==> src/rtl/jtexterm_arb_pkg.sv <==
// Shared definitions for the ROM slot arbiter: FSM states and requester indices.
package jtexterm_arb_pkg;

  typedef enum logic [1:0] {
    ST_IDLE = 2'd0,
    ST_REQ  = 2'd1,
    ST_DATA = 2'd2
  } arb_state_t;

  localparam logic [1:0] REQ_MAIN = 2'd0;
  localparam logic [1:0] REQ_SUB  = 2'd1;
  localparam logic [1:0] REQ_GFX  = 2'd2;

  // Next requester in round-robin order main -> sub -> gfx -> main.
  function automatic logic [1:0] rr_next(input logic [1:0] idx);
    return (idx == REQ_GFX) ? REQ_MAIN : idx + 2'd1;
  endfunction

endpackage

==> src/rtl/jtexterm_romslot_cache.sv <==
// One-entry cache: tag, data and valid bit with a combinational hit flag.
module jtexterm_romslot_cache #(
  parameter int TW = 16,
  parameter int DW = 16
) (
  input  logic          rst,
  input  logic          clk,
  input  logic          clr,
  input  logic          we,
  input  logic          set_valid,
  input  logic [TW-1:0] wtag,
  input  logic [DW-1:0] wdata,
  input  logic          cs,
  input  logic [TW-1:0] tag,
  output logic          ok,
  output logic [DW-1:0] data
);

  logic          valid_reg;
  logic [TW-1:0] tag_reg;
  logic [DW-1:0] data_reg;

  // Fill on write; a fill decides valid itself, otherwise clr wipes it.
  always_ff @(posedge clk or posedge rst) begin
    if (rst) begin
      valid_reg <= 1'b0;
      tag_reg   <= '0;
      data_reg  <= '0;
    end else begin
      if (we) begin
        tag_reg   <= wtag;
        data_reg  <= wdata;
        valid_reg <= set_valid;
      end else if (clr) begin
        valid_reg <= 1'b0;
      end
    end
  end

  // Hit is purely combinational so a cached read costs no cycles.
  always_comb begin
    ok   = cs & valid_reg & (tag_reg == tag);
    data = data_reg;
  end

endmodule

==> src/rtl/jtexterm_romslot_arb.sv <==
// Three-way ROM slot arbiter in front of an SDRAM bank: main, sub and gfx
// each get a one-entry cache; misses are served round-robin.
module jtexterm_romslot_arb
  import jtexterm_arb_pkg::*;
#(
  parameter logic [21:0] MAIN_OFFSET = 22'h00_0000,
  parameter logic [21:0] SUB_OFFSET  = 22'h01_0000,
  parameter logic [21:0] GFX_OFFSET  = 22'h02_0000
) (
  input  logic        rst,
  input  logic        clk,
  input  logic        downloading,
  input  logic        main_cs,
  input  logic [16:0] main_addr,
  output logic [7:0]  main_data,
  output logic        main_ok,
  input  logic        sub_cs,
  input  logic [15:0] sub_addr,
  output logic [7:0]  sub_data,
  output logic        sub_ok,
  input  logic        gfx_cs,
  input  logic [19:0] gfx_addr,
  output logic [31:0] gfx_data,
  output logic        gfx_ok,
  output logic [21:0] ba_addr,
  output logic        ba_rd,
  input  logic        ba_ack,
  input  logic        ba_dok,
  input  logic        ba_rdy,
  input  logic [15:0] data_read
);

  arb_state_t  state_reg, state_next;
  logic [1:0]  gnt_reg, last_reg;
  logic [19:0] tag_lat_reg;
  logic [21:0] addr_reg;
  logic [15:0] w0_reg, w1_reg, w0_next, w1_next;
  logic        cnt_reg;
  logic        dl_seen_reg;

  logic [2:0]  pend;
  logic        found;
  logic [1:0]  gidx, cand;
  logic        fill, we_main, we_sub, we_gfx, set_valid;
  logic [15:0] main_word, sub_word;

  // State register.
  always_ff @(posedge clk or posedge rst) begin
    if (rst) state_reg <= ST_IDLE;
    else     state_reg <= state_next;
  end

  // Round-robin pick and next-state logic.
  always_comb begin
    pend  = {gfx_cs & ~gfx_ok, sub_cs & ~sub_ok, main_cs & ~main_ok};
    found = 1'b0;
    gidx  = REQ_MAIN;
    cand  = last_reg;
    for (int k = 0; k < 3; k++) begin
      cand = rr_next(cand);
      if (!found && pend[cand]) begin
        found = 1'b1;
        gidx  = cand;
      end
    end
    state_next = state_reg;
    case (state_reg)
      ST_IDLE: if (!downloading && found) state_next = ST_REQ;
      ST_REQ:  if (ba_ack) state_next = ST_DATA;
      ST_DATA: if (ba_rdy) state_next = ST_IDLE;
      default: state_next = ST_IDLE;
    endcase
  end

  // Outputs decoded from state: SDRAM request and cache fill strobes.
  always_comb begin
    ba_rd     = (state_reg == ST_REQ);
    ba_addr   = addr_reg;
    fill      = (state_reg == ST_DATA) && ba_rdy;
    we_main   = fill && (gnt_reg == REQ_MAIN);
    we_sub    = fill && (gnt_reg == REQ_SUB);
    we_gfx    = fill && (gnt_reg == REQ_GFX);
    set_valid = ~dl_seen_reg & ~downloading;
    // A dok coinciding with rdy must still land in the cache.
    w0_next   = (state_reg == ST_DATA && ba_dok && !cnt_reg) ? data_read : w0_reg;
    w1_next   = (state_reg == ST_DATA && ba_dok &&  cnt_reg) ? data_read : w1_reg;
  end

  // Transaction datapath: latch grant/tag/address, capture words, track downloads.
  always_ff @(posedge clk or posedge rst) begin
    if (rst) begin
      gnt_reg     <= REQ_MAIN;
      last_reg    <= REQ_GFX;
      tag_lat_reg <= '0;
      addr_reg    <= '0;
      w0_reg      <= '0;
      w1_reg      <= '0;
      cnt_reg     <= 1'b0;
      dl_seen_reg <= 1'b0;
    end else begin
      if (state_reg == ST_IDLE && state_next == ST_REQ) begin
        gnt_reg     <= gidx;
        last_reg    <= gidx;
        cnt_reg     <= 1'b0;
        dl_seen_reg <= 1'b0;
        case (gidx)
          REQ_MAIN: begin
            tag_lat_reg <= {4'd0, main_addr[16:1]};
            addr_reg    <= MAIN_OFFSET + {6'd0, main_addr[16:1]};
          end
          REQ_SUB: begin
            tag_lat_reg <= {5'd0, sub_addr[15:1]};
            addr_reg    <= SUB_OFFSET + {7'd0, sub_addr[15:1]};
          end
          default: begin
            tag_lat_reg <= gfx_addr;
            addr_reg    <= GFX_OFFSET + {1'b0, gfx_addr, 1'b0};
          end
        endcase
      end else begin
        if (state_reg != ST_IDLE && downloading) dl_seen_reg <= 1'b1;
        if (state_reg == ST_DATA && ba_dok) begin
          w0_reg  <= w0_next;
          w1_reg  <= w1_next;
          cnt_reg <= ~cnt_reg;
        end
      end
    end
  end

  jtexterm_romslot_cache #(.TW(16), .DW(16)) u_main (
    .rst(rst), .clk(clk), .clr(downloading), .we(we_main), .set_valid(set_valid),
    .wtag(tag_lat_reg[15:0]), .wdata(w0_next),
    .cs(main_cs), .tag(main_addr[16:1]), .ok(main_ok), .data(main_word)
  );

  jtexterm_romslot_cache #(.TW(15), .DW(16)) u_sub (
    .rst(rst), .clk(clk), .clr(downloading), .we(we_sub), .set_valid(set_valid),
    .wtag(tag_lat_reg[14:0]), .wdata(w0_next),
    .cs(sub_cs), .tag(sub_addr[15:1]), .ok(sub_ok), .data(sub_word)
  );

  jtexterm_romslot_cache #(.TW(20), .DW(32)) u_gfx (
    .rst(rst), .clk(clk), .clr(downloading), .we(we_gfx), .set_valid(set_valid),
    .wtag(tag_lat_reg), .wdata({w1_next, w0_next}),
    .cs(gfx_cs), .tag(gfx_addr), .ok(gfx_ok), .data(gfx_data)
  );

  // Byte lane select for the 8-bit requesters.
  always_comb begin
    main_data = main_addr[0] ? main_word[15:8] : main_word[7:0];
    sub_data  = sub_addr[0]  ? sub_word[15:8]  : sub_word[7:0];
  end

endmodule

==> config.mk <==
export PLATFORM = sky130hd
export DESIGN_NAME = jtexterm_romslot_arb
export DESIGN_NICKNAME = d
export VERILOG_FILES = /design/src/rtl/jtexterm_arb_pkg.sv /design/src/rtl/jtexterm_romslot_cache.sv /design/src/rtl/jtexterm_romslot_arb.sv
export SDC_FILE = /design/constraint.sdc
export NUM_CORES = 1
export LEC_CHECK = 0
export ABC_AREA = 1
export BUFFER_PORTS_ARGS = -buffer_cell sky130_fd_sc_hd__buf_2
export CAP_MARGIN = 15
export CORE_ASPECT_RATIO = 0.8
export CORE_MARGIN = 2
export CORE_UTILIZATION = 50
export DETAILED_ROUTE_END_ITERATION = 12
export GPL_ROUTABILITY_DRIVEN = 0
export GPL_TIMING_DRIVEN = 0
export PLACE_DENSITY = 0.75
export SYNTH_ARGS = -nofsm -noshare
export SYNTH_HDL_FRONTEND = slang
export SYNTH_SLANG_ARGS = --single-unit
export TNS_END_PERCENT = 100
==> constraint.sdc <==
create_clock -name clk -period 7.33 [get_ports clk]
set_clock_uncertainty 0.2 [all_clocks]
set_input_delay 0.733 -clock clk [delete_from_list [all_inputs] [get_ports clk]]
set_output_delay 0.733 -clock clk [all_outputs]
set_load 0.01 [all_outputs]
==> reports/results.md, run 1 <==
## Status
- **run status** completed

## Setup path
- **critical path capture point type** output pin
- **WP data arrival** 2.31 ns
- **maximum fanout count along the critical path** 3
- **type of the setup path with the least slack** input pin to output pin
- **required time of the critical path** 6.40 ns
- **crit path launch type** input pin

## Drt
- **average vias per placed instance** 5.173
- **violation count after the first detailed-routing iteration** 888
- **total wire length after detailed routing** 27070 um
- **DRC viols** 0
- **vias post-DR** 8447
- **First-pass DRT Iterations** 5
- **detailed-route wire length per cell** 16.57 um
- **Final ANT Viol Nets** 0

## Place
- **HPWL after DPL** 20290 um
- **number of port buffers** 149
- **worst setup timing slack at the placement stage** 4.124 ns

## Cells and area
- **Largest register FFs** 32
- **share of post-route cells with drive strength above 1** 19.49%
- **utilization after layout** 60.20%
- **P&R area growth vs syn** 18.19%
- **number of nets at the end of the flow** 1441
- **# fillers** 1710
- **number of antenna diodes** 0

## Pwr
- **P_leak** 0.006144 uW
- **Peak supply drop** 176.6 uV
- **power per standard cell area** 418.0 nW/um^2

## Clock network
- **setup bufs post-CTS** 0
- **number of gates given a new drive strength after cts** 0
- **buffer cell driving the clock tree root** sky130_fd_sc_hd__clkbuf_16
- **Clock Sink Count** 199
- **source-to-sink clock delay at the later pin of the worst-skew pair** 0.45 ns
- **H-Tree Depth** 4
- **number of buffers created by CTS** 17
- **clock tree from TritonCTS** done
- **hold bufs inserted after CTS** 0
- **maximum clock insertion buffer count** 2
- **Worst-path clk slew** 0.08 ns

## Timing
- **minimum period implied by the final worst setup slack** 3.243 ns
- **fin. max-slew vios** 0
- **summed negative setup slack over all endpoints** 0 ns
- **Max Clock Freq** 308.4 MHz
- **final hold viol count** 0
- **unrepaired setup endpoints after global routing** no
- **number of endpoints failing setup at the final stage** 0
- **worst hold slack after final layout** 0.1379 ns
- **transition time at the pin with the least slew margin** 1.060 ns
- **Period Utilization, post-route** 44.24%
- **worst slew margin relative to its limit** 28.59%
- **worst path setup slack after routing** 4.087 ns

## Synth
- **Mapped Area** 9664 sq um
- **register area share after synthesis** 51.54%
- **Syn Inst Count** 1193
- **synthesized area divided by synthesized cell count** 8.101 sq um
- **number of synthesized register bits** 199
- **number of library cell types mapped by synthesis** 43
- **number of warnings issued by yosys** 0
- **Mapped Nets** 1272

## Floorplanning
- **starting utilization of the core area** 50.93%
- **count of pins on the block boundary** 152
- **area of the core region** 18970 sq um
- **height of the die** 128.4 um
- **die area** 20460 sq um
- **die boundary width** 159.4 um
- **std cell rows** 45

## Global routing
- **number of antenna violations at the first check in global routing** 0
- **number of global-route vias before repair** 7958
- **wire length of the first global-routing pass** 42970 um
- **total gr overflow** 0
- **largest net degree at the start of global routing** 122
- **overall routing resource usage** 27.17%

## Flow run
- **total of max-cap violations** 0

## Min path
- **path class of the lowest-slack min-delay path** input pin to async pin

## cell type report
type,instances,area [sq um],area share (%)
clock inverter,15,229.0,2.005
inverter,178,675.6,5.915
buffer,40,214.0,1.873
timing repair buffer,150,773.2,6.770
sequential,199,4981,43.61
multi-input combinational,776,3801,33.28
clock buffer,17,425.4,3.724
tap,258,322.8,2.826
## through the flow
step	cells	cell area, sq um	power [uW]
3_5_place_dp	1601	10770	3721
6_report	1633	11420	4775
5_1_grt	1633	11420	5123
4_1_cts	1633	11420	4765
2_1_floorplan	1193	9664	3071
3_3_place_gp	1600	10730	3660
## worst max-delay path: stages
cell                        delay (ns)
sky130_fd_sc_hd__buf_2            0.12
sky130_fd_sc_hd__inv_1            0.04
sky130_fd_sc_hd__nand2_1          0.05
sky130_fd_sc_hd__nand2_1          0.07
sky130_fd_sc_hd__a2111oi_0        0.54
sky130_fd_sc_hd__nand4_1          0.21
sky130_fd_sc_hd__nor4_1           0.35
sky130_fd_sc_hd__buf_2            0.21
## path summary, 6_finish.rpt
kind                                       startpoint                     endpoint  slack (ns)  cells after the start
min reg2reg                u_gfx.data[24]$_DFFE_PP0P_   u_gfx.data[24]$_DFFE_PP0P_        0.29                      2
max                                       gfx_addr[8]                       gfx_ok        4.09                      8
max reg2reg                    state_reg[1]$_DFF_PP0_  u_main.data[10]$_DFFE_PP0P_        4.40                      8
max in group asynchronous                         rst   u_main.data[4]$_DFFE_PP0P_        5.83                      3
min                                               rst       ba_addr[3]$_DFFE_PP0P_        0.14                      2
min in group clk           u_gfx.data[24]$_DFFE_PP0P_   u_gfx.data[24]$_DFFE_PP0P_        0.29                      2
## Yosys cell counts (all sizes together)
cell type	instances	area, sq um
nand2	394	1511
dfrtp	198	4955
inv	176	660.6
o21ai	139	695.7
nand3	65	390.4
nor2	50	214.0
mux2	32	360.4
clkbuf	29	108.9
or2	28	175.2
a21oi	22	117.6
nand4	18	112.6
buf	11	105.1
nor3	6	35.03
nor4	5	31.28
xnor2	5	43.79
clkinv	2	7.510
o2111ai	2	17.52
a2111oi	1	8.760
a221oi	1	8.760
and3	1	6.260
dfstp	1	26.28
ha	1	12.51
nand3b	1	20.02
nor3b	1	7.510
nor4b	1	8.760
o211ai	1	7.510
o31ai	1	7.510
xor2	1	8.760
## metal layers
| metal | global-route usage (%) | routed length [um] |
|---|---|---|
| met1 | 40.87 | 12840 |
| met5 | 0 | 0 |
| met2 | 39.21 | 11350 |
| met4 | 7.540 | 486 |
| met3 | 6.899 | 2391 |
## layout by cell type, fill, tap and decap left out, types with 8 or more instances in the layout
master	n
sky130_fd_sc_hd__nand4_1	18
sky130_fd_sc_hd__clkbuf_1	29
sky130_fd_sc_hd__mux2_2	32
sky130_fd_sc_hd__nand3_2	13
sky130_fd_sc_hd__o21ai_1	16
sky130_fd_sc_hd__a21oi_1	20
sky130_fd_sc_hd__or2_0	15
sky130_fd_sc_hd__dfrtp_1	198
sky130_fd_sc_hd__buf_2	152
sky130_fd_sc_hd__o21ai_0	123
sky130_fd_sc_hd__inv_12	8
sky130_fd_sc_hd__nand2_1	387
sky130_fd_sc_hd__nand3_1	52
sky130_fd_sc_hd__clkbuf_16	17
sky130_fd_sc_hd__inv_2	8
sky130_fd_sc_hd__inv_1	167
sky130_fd_sc_hd__nor2_1	47
## cell families (layout without fill, tap and decap cells)
| family | count (synthesis) | count (layout) | synth area share, % |
|---|---|---|---|
| multiplexers | 32 | 32 | 3.729 |
| AO/OA/AOI/OAI | 167 | 167 | 8.933 |
| buffers and inverters | 218 | 400 | 9.127 |
| XOR/XNOR | 6 | 6 | 0.5438 |
| AND/OR/NAND/NOR | 570 | 570 | 26.00 |
| flip-flops | 199 | 199 | 51.54 |
| adder cells (fa/ha/maj) | 1 | 1 | 0.1294 |
## power breakdown
| group | internal [uW] | leakage, uW | switching (uW) |
|---|---|---|---|
| logic | 689 | 0.00343 | 1150 |
| registers | 1590 | 0.00240 | 314 |
| clock network | 493 | 0.000315 | 537 |
Note: power is estimated with default switching activity, not from simulation.
==> inputs of run 2 (changes only) <==
Settings changed: ABC_AREA 1 to 0, PLACE_DENSITY 0.75 to 0.76.
Clock period 7.33 ns to 3.3 ns, I/O delays scaled along.
==> run 2 against run 1 <==
- area after synthesis shrank 11%
- flip-flop and latch count is the same
- register-to-register slack lost 4.1 ns
- non-clock buffer count grew 38
- clock-buffer cell count is the same
==> reports/results.md, run 2 <==
## Status
- **run status** completed

## Drt
- **violation count after the first detailed-routing iteration** 572, -36%
- **First-pass DRT Iterations** 7, +2
- **detailed-route wire length per cell** 19.79 um, +19%
- **vias post-DR** 6532, -23%
- **Final ANT Viol Nets** 0, unchanged
- **total wire length after detailed routing** 23210 um, -14%
- **DRC viols** 0, unchanged
- **average vias per placed instance** 5.569, +7.7%

## Synth
- **Syn Inst Count** 728, -39%
- **register area share after synthesis** 58.14%, +6.6 points
- **most area-consuming cells after synthesis** sky130_fd_sc_hd__dfrtp_1 58%, sky130_fd_sc_hd__mux2_2 13%, sky130_fd_sc_hd__xor2_1 3.3%
- **synthesized area divided by synthesized cell count** 11.77 sq um, +45%
- **Mapped Area** 8567 sq um, -11%
- **number of synthesized register bits** 199, unchanged
- **most instantiated cells after synthesis** 198 x sky130_fd_sc_hd__dfrtp_1, 99 x sky130_fd_sc_hd__mux2_2, 72 x sky130_fd_sc_hd__nor2_1
- **Mapped Nets** 807, -37%
- **number of warnings issued by yosys** 0, unchanged
- **share of flip-flops with an asynchronous set or reset after synthesis** 100.0%, unchanged
- **proportion of netlist area held by the largest area contributor** 57.84%, +6.6 points
- **most common cell in the synthesized netlist** sky130_fd_sc_hd__dfrtp_1
- **number of library cell types mapped by synthesis** 42, -2.3%
- **number of synthesized flops with an enable pin** 0, unchanged
- **cell taking the most area after synthesis** sky130_fd_sc_hd__dfrtp_1
- **primary flip-flop cell chosen by synthesis mapping** sky130_fd_sc_hd__dfrtp_1

## Global routing
- **most utilized layer in the global route result** met1
- **number of antenna violations at the first check in global routing** 0, unchanged
- **met3 Resource Use GR** 6.429%, -0.47 points
- **met2 capacity usage during global routing** 38.98%, -0.23 points
- **overall routing resource usage** 26.62%, -0.56 points
- **wire length of the first global-routing pass** 36040 um, -16%
- **total gr overflow** 0, unchanged
- **largest net degree at the start of global routing** 44, -64%
- **met1 usage** 39.48%, -1.4 points
- **number of global-route vias before repair** 6483, -19%

## Timing
- **fin. max-slew vios** 0, unchanged
- **worst slew margin relative to its limit** 46.44%, +18 points
- **minimum period implied by the final worst setup slack** 3.169 ns
- **unrepaired setup endpoints after global routing** no
- **number of endpoints failing setup at the final stage** 0, unchanged
- **transition time at the pin with the least slew margin** 0.8017 ns, -0.2583 ns
- **Period Utilization, post-route** 96.04%
- **final hold viol count** 0, unchanged
- **Max Clock Freq** 315.5 MHz

## Clock network
- **Clock Sink Count** 199, unchanged
- **buffer cell driving the clock tree root** sky130_fd_sc_hd__clkbuf_16
- **source-to-sink clock delay at the later pin of the worst-skew pair** 0.44 ns, about the same
- **Worst-path clk slew** 0.08 ns, about the same
- **clock tree from TritonCTS** done
- **maximum clock insertion buffer count** 2, unchanged
- **H-Tree Depth** 4, unchanged
- **number of buffers created by CTS** 17, unchanged

## Setup path
- **crit path launch type** input pin
- **type of the setup path with the least slack** input pin to flop
- **cell type group with the largest total delay on the critical path** buffers and inverters
- **Critical-path top delay cell** sky130_fd_sc_hd__dlygate4sd3_1
- **number of buffers and inverters on the critical path** 4, +1
- **maximum fanout count along the critical path** 10, +7
- **required time of the critical path** 3.40 ns, -3.00 ns
- **critical path capture point type** flop
- **delay contributed by the slowest stage of the critical path** 0.54 ns, about the same
- **WP data arrival** 3.27 ns, +0.96 ns
- **worst path cell trace** dlygate4sd3_1, buf_2, xor2_1, nor4_2, nand4_1, o31a_1, o31a_1, buf_2, clkbuf_1, nor2_1, a31oi_1

## Cells and area
- **number of nets at the end of the flow** 1019, -29%
- **most used cells in the layout excluding fill and tap cells** 198 x sky130_fd_sc_hd__dfrtp_1, 157 x sky130_fd_sc_hd__buf_2, 99 x sky130_fd_sc_hd__mux2_2, 72 x sky130_fd_sc_hd__nor2_1, 52 x sky130_fd_sc_hd__a21oi_1
- **share of post-route cells with drive strength above 1** 32.11%, +13 points
- **summed area of non-filler cells in the final layout** 10690 sq um, -6.4%
- **P&R area growth vs syn** 24.81%
- **commonest non-fill, non-tap cell in the layout** sky130_fd_sc_hd__dfrtp_1
- **Largest register FFs** 32, unchanged
- **number of antenna diodes** 0, unchanged
- **Layout Cells excl Fill** 1173, -28%
- **utilization after layout** 64.19%, +4.0 points

## Pwr
- **overall power consumption** 9611 uW, +100%
- **power per standard cell area** 898.8 nW/um^2, +120%
- **Peak supply drop** 449.8 uV, +150%
- **P_leak** 0.005039 uW, -18%

## Floorplanning
- **area of the core region** 16660 sq um, -12%
- **die area** 18200 sq um, -11%
- **die boundary width** 150.3 um, -5.7%
- **height of the die** 121.1 um, -5.7%
- **std cell rows** 42, -6.7%
- **count of pins on the block boundary** 152, unchanged
- **starting utilization of the core area** 51.43%, +0.49 points

## Place
- **number of port buffers** 149, unchanged
- **Post-Place Cell Area** 9692 sq um, -10%
- **Placed Cells** 1102, -31%
- **HPWL after DPL** 16760 um, -17%

## Flow run
- **total of max-cap violations** 0, unchanged

## Min path
- **path class of the lowest-slack min-delay path** input pin to flop

run 2: cell count changes in the layout (fill, tap and decap cells not counted), sizes merged, moves of 30 or more:
cell and delta:
dlygate4sd3 +37, nand3 -61, inv -160, a21oi +30
a31oi +32, nand2 -345, mux2 +67, o21ai -113
xor2 +31
run 2: per-stage QoR:
step | setup TNS, ns | hold slack [ns] | setup slack, ns
after floorplan | 0 | 0.1964 | 0.1965
after global placement | -198.74 | 0.2605 | -1.022
after detailed placement | 0 | 0.2650 | 0.1300
after CTS | 0 | 0.002491 | 0.01638
after global routing | 0 | 0.01113 | 0.005093
final | 0 | 0.005138 | 0.1305
run 2: worst min-delay path, stage by stage:
cell and delay, ns:
sky130_fd_sc_hd__buf_2 0.11, sky130_fd_sc_hd__nand3b_1 0.09, sky130_fd_sc_hd__a31oi_1 0.07
run 2: metal layers:
metal | vias up | part of all wire (%)
li1 | 2983 | -
met1 | 3269 | 46
met2 | 240 | 44
met3 | 40 | 7.9
met4 | 0 | 2.1
met5 | - | 0
run 2: logic make-up after synthesis:
| logic type | share of synthesized area, % |
|---|---|
| flip-flops | 58.14 |
| XOR/XNOR | 5.521 |
| AND/OR/NAND/NOR | 9.961 |
| buffers and inverters | 2.804 |
| AO/OA/AOI/OAI | 8.544 |
| adder cells (fa/ha/maj) | 0.1460 |
| multiplexers | 14.88 |
run 2: worst paths after layout:
kind / startpoint / to / slack, ns / cells past startpoint
setup / recovery: gfx_addr[19] / ba_addr[14]$_DFFE_PP0P_ / 0.13 / 11
hold / removal: main_addr[11] / ba_addr[10]$_DFFE_PP0P_ / 0.005 / 3
setup reg to reg: u_sub.tag_reg[4]$_DFFE_PP0P_ / ba_addr[14]$_DFFE_PP0P_ / 0.28 / 9
hold reg to reg: ba_addr[20]$_DFFE_PP0P_ / ba_addr[20]$_DFFE_PP0P_ / 0.28 / 2
max in group asynchronous: rst / u_gfx.tag_reg[7]$_DFFE_PP0P_ / 1.44 / 6
min in group asynchronous: rst / u_gfx.data[31]$_DFFE_PP0P_ / 0.39 / 3
run 2: timing repair:
action,CTS,global route
setup buffers,0,2
gates resized for setup,0,3
hold buffers,37,0
setup endpoints to repair,0,43
hold endpoints to repair,85,0
run 2: where the power goes:
group / internal, uW / switching, uW / leakage (uW)
registers: 3520 / 634 / 0.00248
clock network: 1150 / 1000 / 0.000297
logic: 1460 / 1840 / 0.00226
run 2: cell type report:
class | instances | area (sq um)
buffer | 35 | 158.9
clock inverter | 15 | 182.7
timing repair buffer | 193 | 1231
clock buffer | 17 | 425.4
sequential | 199 | 4981
tap | 220 | 275.3
fill | 1311 | 5966
multi-input combinational | 472 | 3352
inverter | 22 | 86.33
==> inputs of run 3 (changes only) <==
Settings changed: PLACE_DENSITY 0.76 to 0.73.
==> run 3 against run 2 <==
- register-to-register slack got worse by 0.03 ns
- setup slack got worse by 0.019 ns
- first-iteration DRC count decreased by 12%
- via count grew 0.58%
- fmax down 0.59%
==> reports/results.md, run 3 (same netlist as run 2, synthesis figures left out) <==
## Status
- **run status** completed

## Setup path
- **required time of the critical path** 3.45 ns, +0.05 ns
- **critical path capture point type** flop
- **cell count along the critical path** 11, unchanged
- **type of the setup path with the least slack** input pin to flop
- **crit path launch type** input pin
- **Critical-path top delay cell** sky130_fd_sc_hd__dlygate4sd3_1
- **number of buffers and inverters on the critical path** 4, unchanged
- **WP data arrival** 3.34 ns, +0.07 ns
- **worst path cell trace** dlygate4sd3_1, buf_2, xnor2_1, nand4_1, or4_4, o211ai_1, and3b_1, buf_2, clkbuf_2, nand2_1, o21ai_0
- **maximum fanout count along the critical path** 10, unchanged
- **r2r worst-path depth** 9, unchanged
- **most used cell along the critical path** sky130_fd_sc_hd__buf_2
- **delay contributed by the slowest stage of the critical path** 0.53 ns, about the same
- **cell type group with the largest total delay on the critical path** buffers and inverters
- **Critical Path Source** sub_addr[4]
- **source of the worst register-to-register timing path** u_sub.tag_reg[3]$_DFFE_PP0P_

## Timing
- **number of endpoints failing setup at the final stage** 0, unchanged
- **final hold viol count** 0, unchanged
- **worst slew margin relative to its limit** 50.04%, +3.6 points
- **Period Utilization, post-route** 96.61%, +0.57 points
- **unrepaired setup endpoints after global routing** no
- **Max Clock Freq** 313.7 MHz, -0.59%
- **summed negative setup slack over all endpoints** 0 ns, unchanged
- **minimum period implied by the final worst setup slack** 3.188 ns, +0.01873 ns
- **transition time at the pin with the least slew margin** 0.7494 ns, -0.05225 ns
- **fin. max-slew vios** 0, unchanged

## Min path
- **worst hold path startpoint** main_addr[11]
- **path class of the lowest-slack min-delay path** input pin to flop
- **WHS Path Cells** 3, unchanged

## Cells and area
- **number of nets at the end of the flow** 1016, -0.29%
- **Largest register FFs** 32, unchanged
- **P&R area growth vs syn** 24.23%
- **share of post-route cells with drive strength above 1** 32.21%, +0.10 points
- **area occupied by multi-input gates** 3353 sq um, about the same
- **# fillers** 1329, +1.4%
- **sequential standard cell area** 4981 sq um, unchanged
- **utilization after layout** 63.89%, -0.30 points
- **commonest non-fill, non-tap cell in the layout** sky130_fd_sc_hd__dfrtp_1
- **summed area of non-filler cells in the final layout** 10640 sq um, -0.47%
- **number of antenna diodes** 0, unchanged
- **most used cells in the layout excluding fill and tap cells** 198 x sky130_fd_sc_hd__dfrtp_1, 157 x sky130_fd_sc_hd__buf_2, 99 x sky130_fd_sc_hd__mux2_2, 72 x sky130_fd_sc_hd__nor2_1, 50 x sky130_fd_sc_hd__a21oi_1

## Global routing
- **number of antenna violations at the first check in global routing** 0, unchanged
- **wire length of the first global-routing pass** 36630 um, +1.6%
- **number of global-route vias before repair** 6483, unchanged
- **overall routing resource usage** 27.03%, +0.41 points
- **largest net degree at the start of global routing** 43, -2.3%
- **total gr overflow** 0, unchanged

## Place
- **HPWL after DPL** 17250 um, +3.0%
- **Post-Place Cell Area** 9692 sq um, unchanged
- **number of port buffers** 149, unchanged

## Pwr
- **Peak supply drop** 361.6 uV, -20%
- **power per standard cell area** 901.2 nW/um^2, +0.26%
- **P_leak** 0.005008 uW, -0.62%

## Floorplanning
- **die boundary width** 150.3 um, unchanged
- **starting utilization of the core area** 51.43%, unchanged
- **area of the core region** 16660 sq um, unchanged
- **std cell rows** 42, unchanged
- **count of pins on the block boundary** 152, unchanged
- **die area** 18200 sq um, unchanged
- **height of the die** 121.1 um, unchanged

## Clock network
- **number of buffers created by CTS** 17, unchanged
- **source-to-sink clock delay at the later pin of the worst-skew pair** 0.44 ns, about the same
- **H-Tree Depth** 4, unchanged
- **Clock Sink Count** 199, unchanged
- **Worst-path clk slew** 0.08 ns, about the same
- **maximum clock insertion buffer count** 2, unchanged
- **clock tree from TritonCTS** done
- **buffer cell driving the clock tree root** sky130_fd_sc_hd__clkbuf_16

## Flow run
- **total of max-cap violations** 0, unchanged

## Drt
- **Final ANT Viol Nets** 0, unchanged
- **DRC viols** 0, unchanged
- **violation count after the first detailed-routing iteration** 503, -12%
- **detailed-route wire length per cell** 20.12 um, +1.7%
- **First-pass DRT Iterations** 5, -2
- **vias post-DR** 6570, +0.58%
- **average vias per placed instance** 5.615, +0.84%
- **total wire length after detailed routing** 23540 um, +1.4%

run 3: cell types whose count changed in the layout (fill, tap and decap cells not counted), sizes merged:
cell         before  now
dlygate4sd3      37   35
bufinv            2    1
clkinvlp          2    4
inv              29   24
clkinv            4    5
buf             166  165
clkbuf           42   45
run 3: worst min-delay path, stage by stage:
cell and delay, ns:
sky130_fd_sc_hd__buf_2 0.11, sky130_fd_sc_hd__nand3b_1 0.10, sky130_fd_sc_hd__a31oi_1 0.08
run 3: stage by stage:
| stage | worst slack (ns) | hold WS, ns | power, uW | instances |
|---|---|---|---|---|
| finish | 0.1118 | 0.01030 | 9591 | 1170 |
| global route | 0.009172 | 0.02429 | 10150 | 1170 |
| CTS | 0.1579 | 0.002922 | 9550 | 1169 |
| detailed placement | 0.2694 | 0.2263 | 7443 | 1102 |
| global placement | -1.021 | 0.2593 | 7314 | 1097 |
| floorplan | 0.1965 | 0.1964 | 6150 | 728 |
run 3: report_power, final:
group / internal [uW] / total [uW] / switching (uW)
Clock: 1110 / 2070 / 960
Sequential: 3520 / 4170 / 645
Combinational: 1450 / 3350 / 1900
Total: 6090 / 9590 / 3510
run 3: what timing repair did:
item,in CTS,in global routing
setup buffers,0,1
endpoints found under the hold margin,73,0
setup endpoints to repair,0,21
hold buffers,35,0
resized for setup,0,4
run 3: worst paths after layout:
| kind | end | slack [ns] |
|---|---|---|
| max | ba_addr[20]$_DFFE_PP0P_ | 0.11 |
| max in group asynchronous | ba_addr[17]$_DFFE_PP0P_ | 1.73 |
| max reg2reg | ba_addr[20]$_DFFE_PP0P_ | 0.25 |
| min reg2reg | u_gfx.data[6]$_DFFE_PP0P_ | 0.28 |
| min | ba_addr[10]$_DFFE_PP0P_ | 0.01 |
| min in group asynchronous | u_sub.data[14]$_DFFE_PP0P_ | 0.31 |
run 3: layer usage:
layer  share of wire [%]  track usage, %  up-vias
met5                   0               0        -
met4                 2.6           9.021        0
met3                 7.5           5.075       49
met2                  43           38.66      258
met1                  47           41.36     3306
li1                    -               -     2957
run 3: cell type report:
class,instances,area share [%]
clock inverter,12,1.105
clock buffer,20,4.385
timing repair buffer,190,11.31
tap,220,2.586
sequential,199,46.80
buffer,35,1.493
multi-input combinational,472,31.51
inverter,22,0.8112
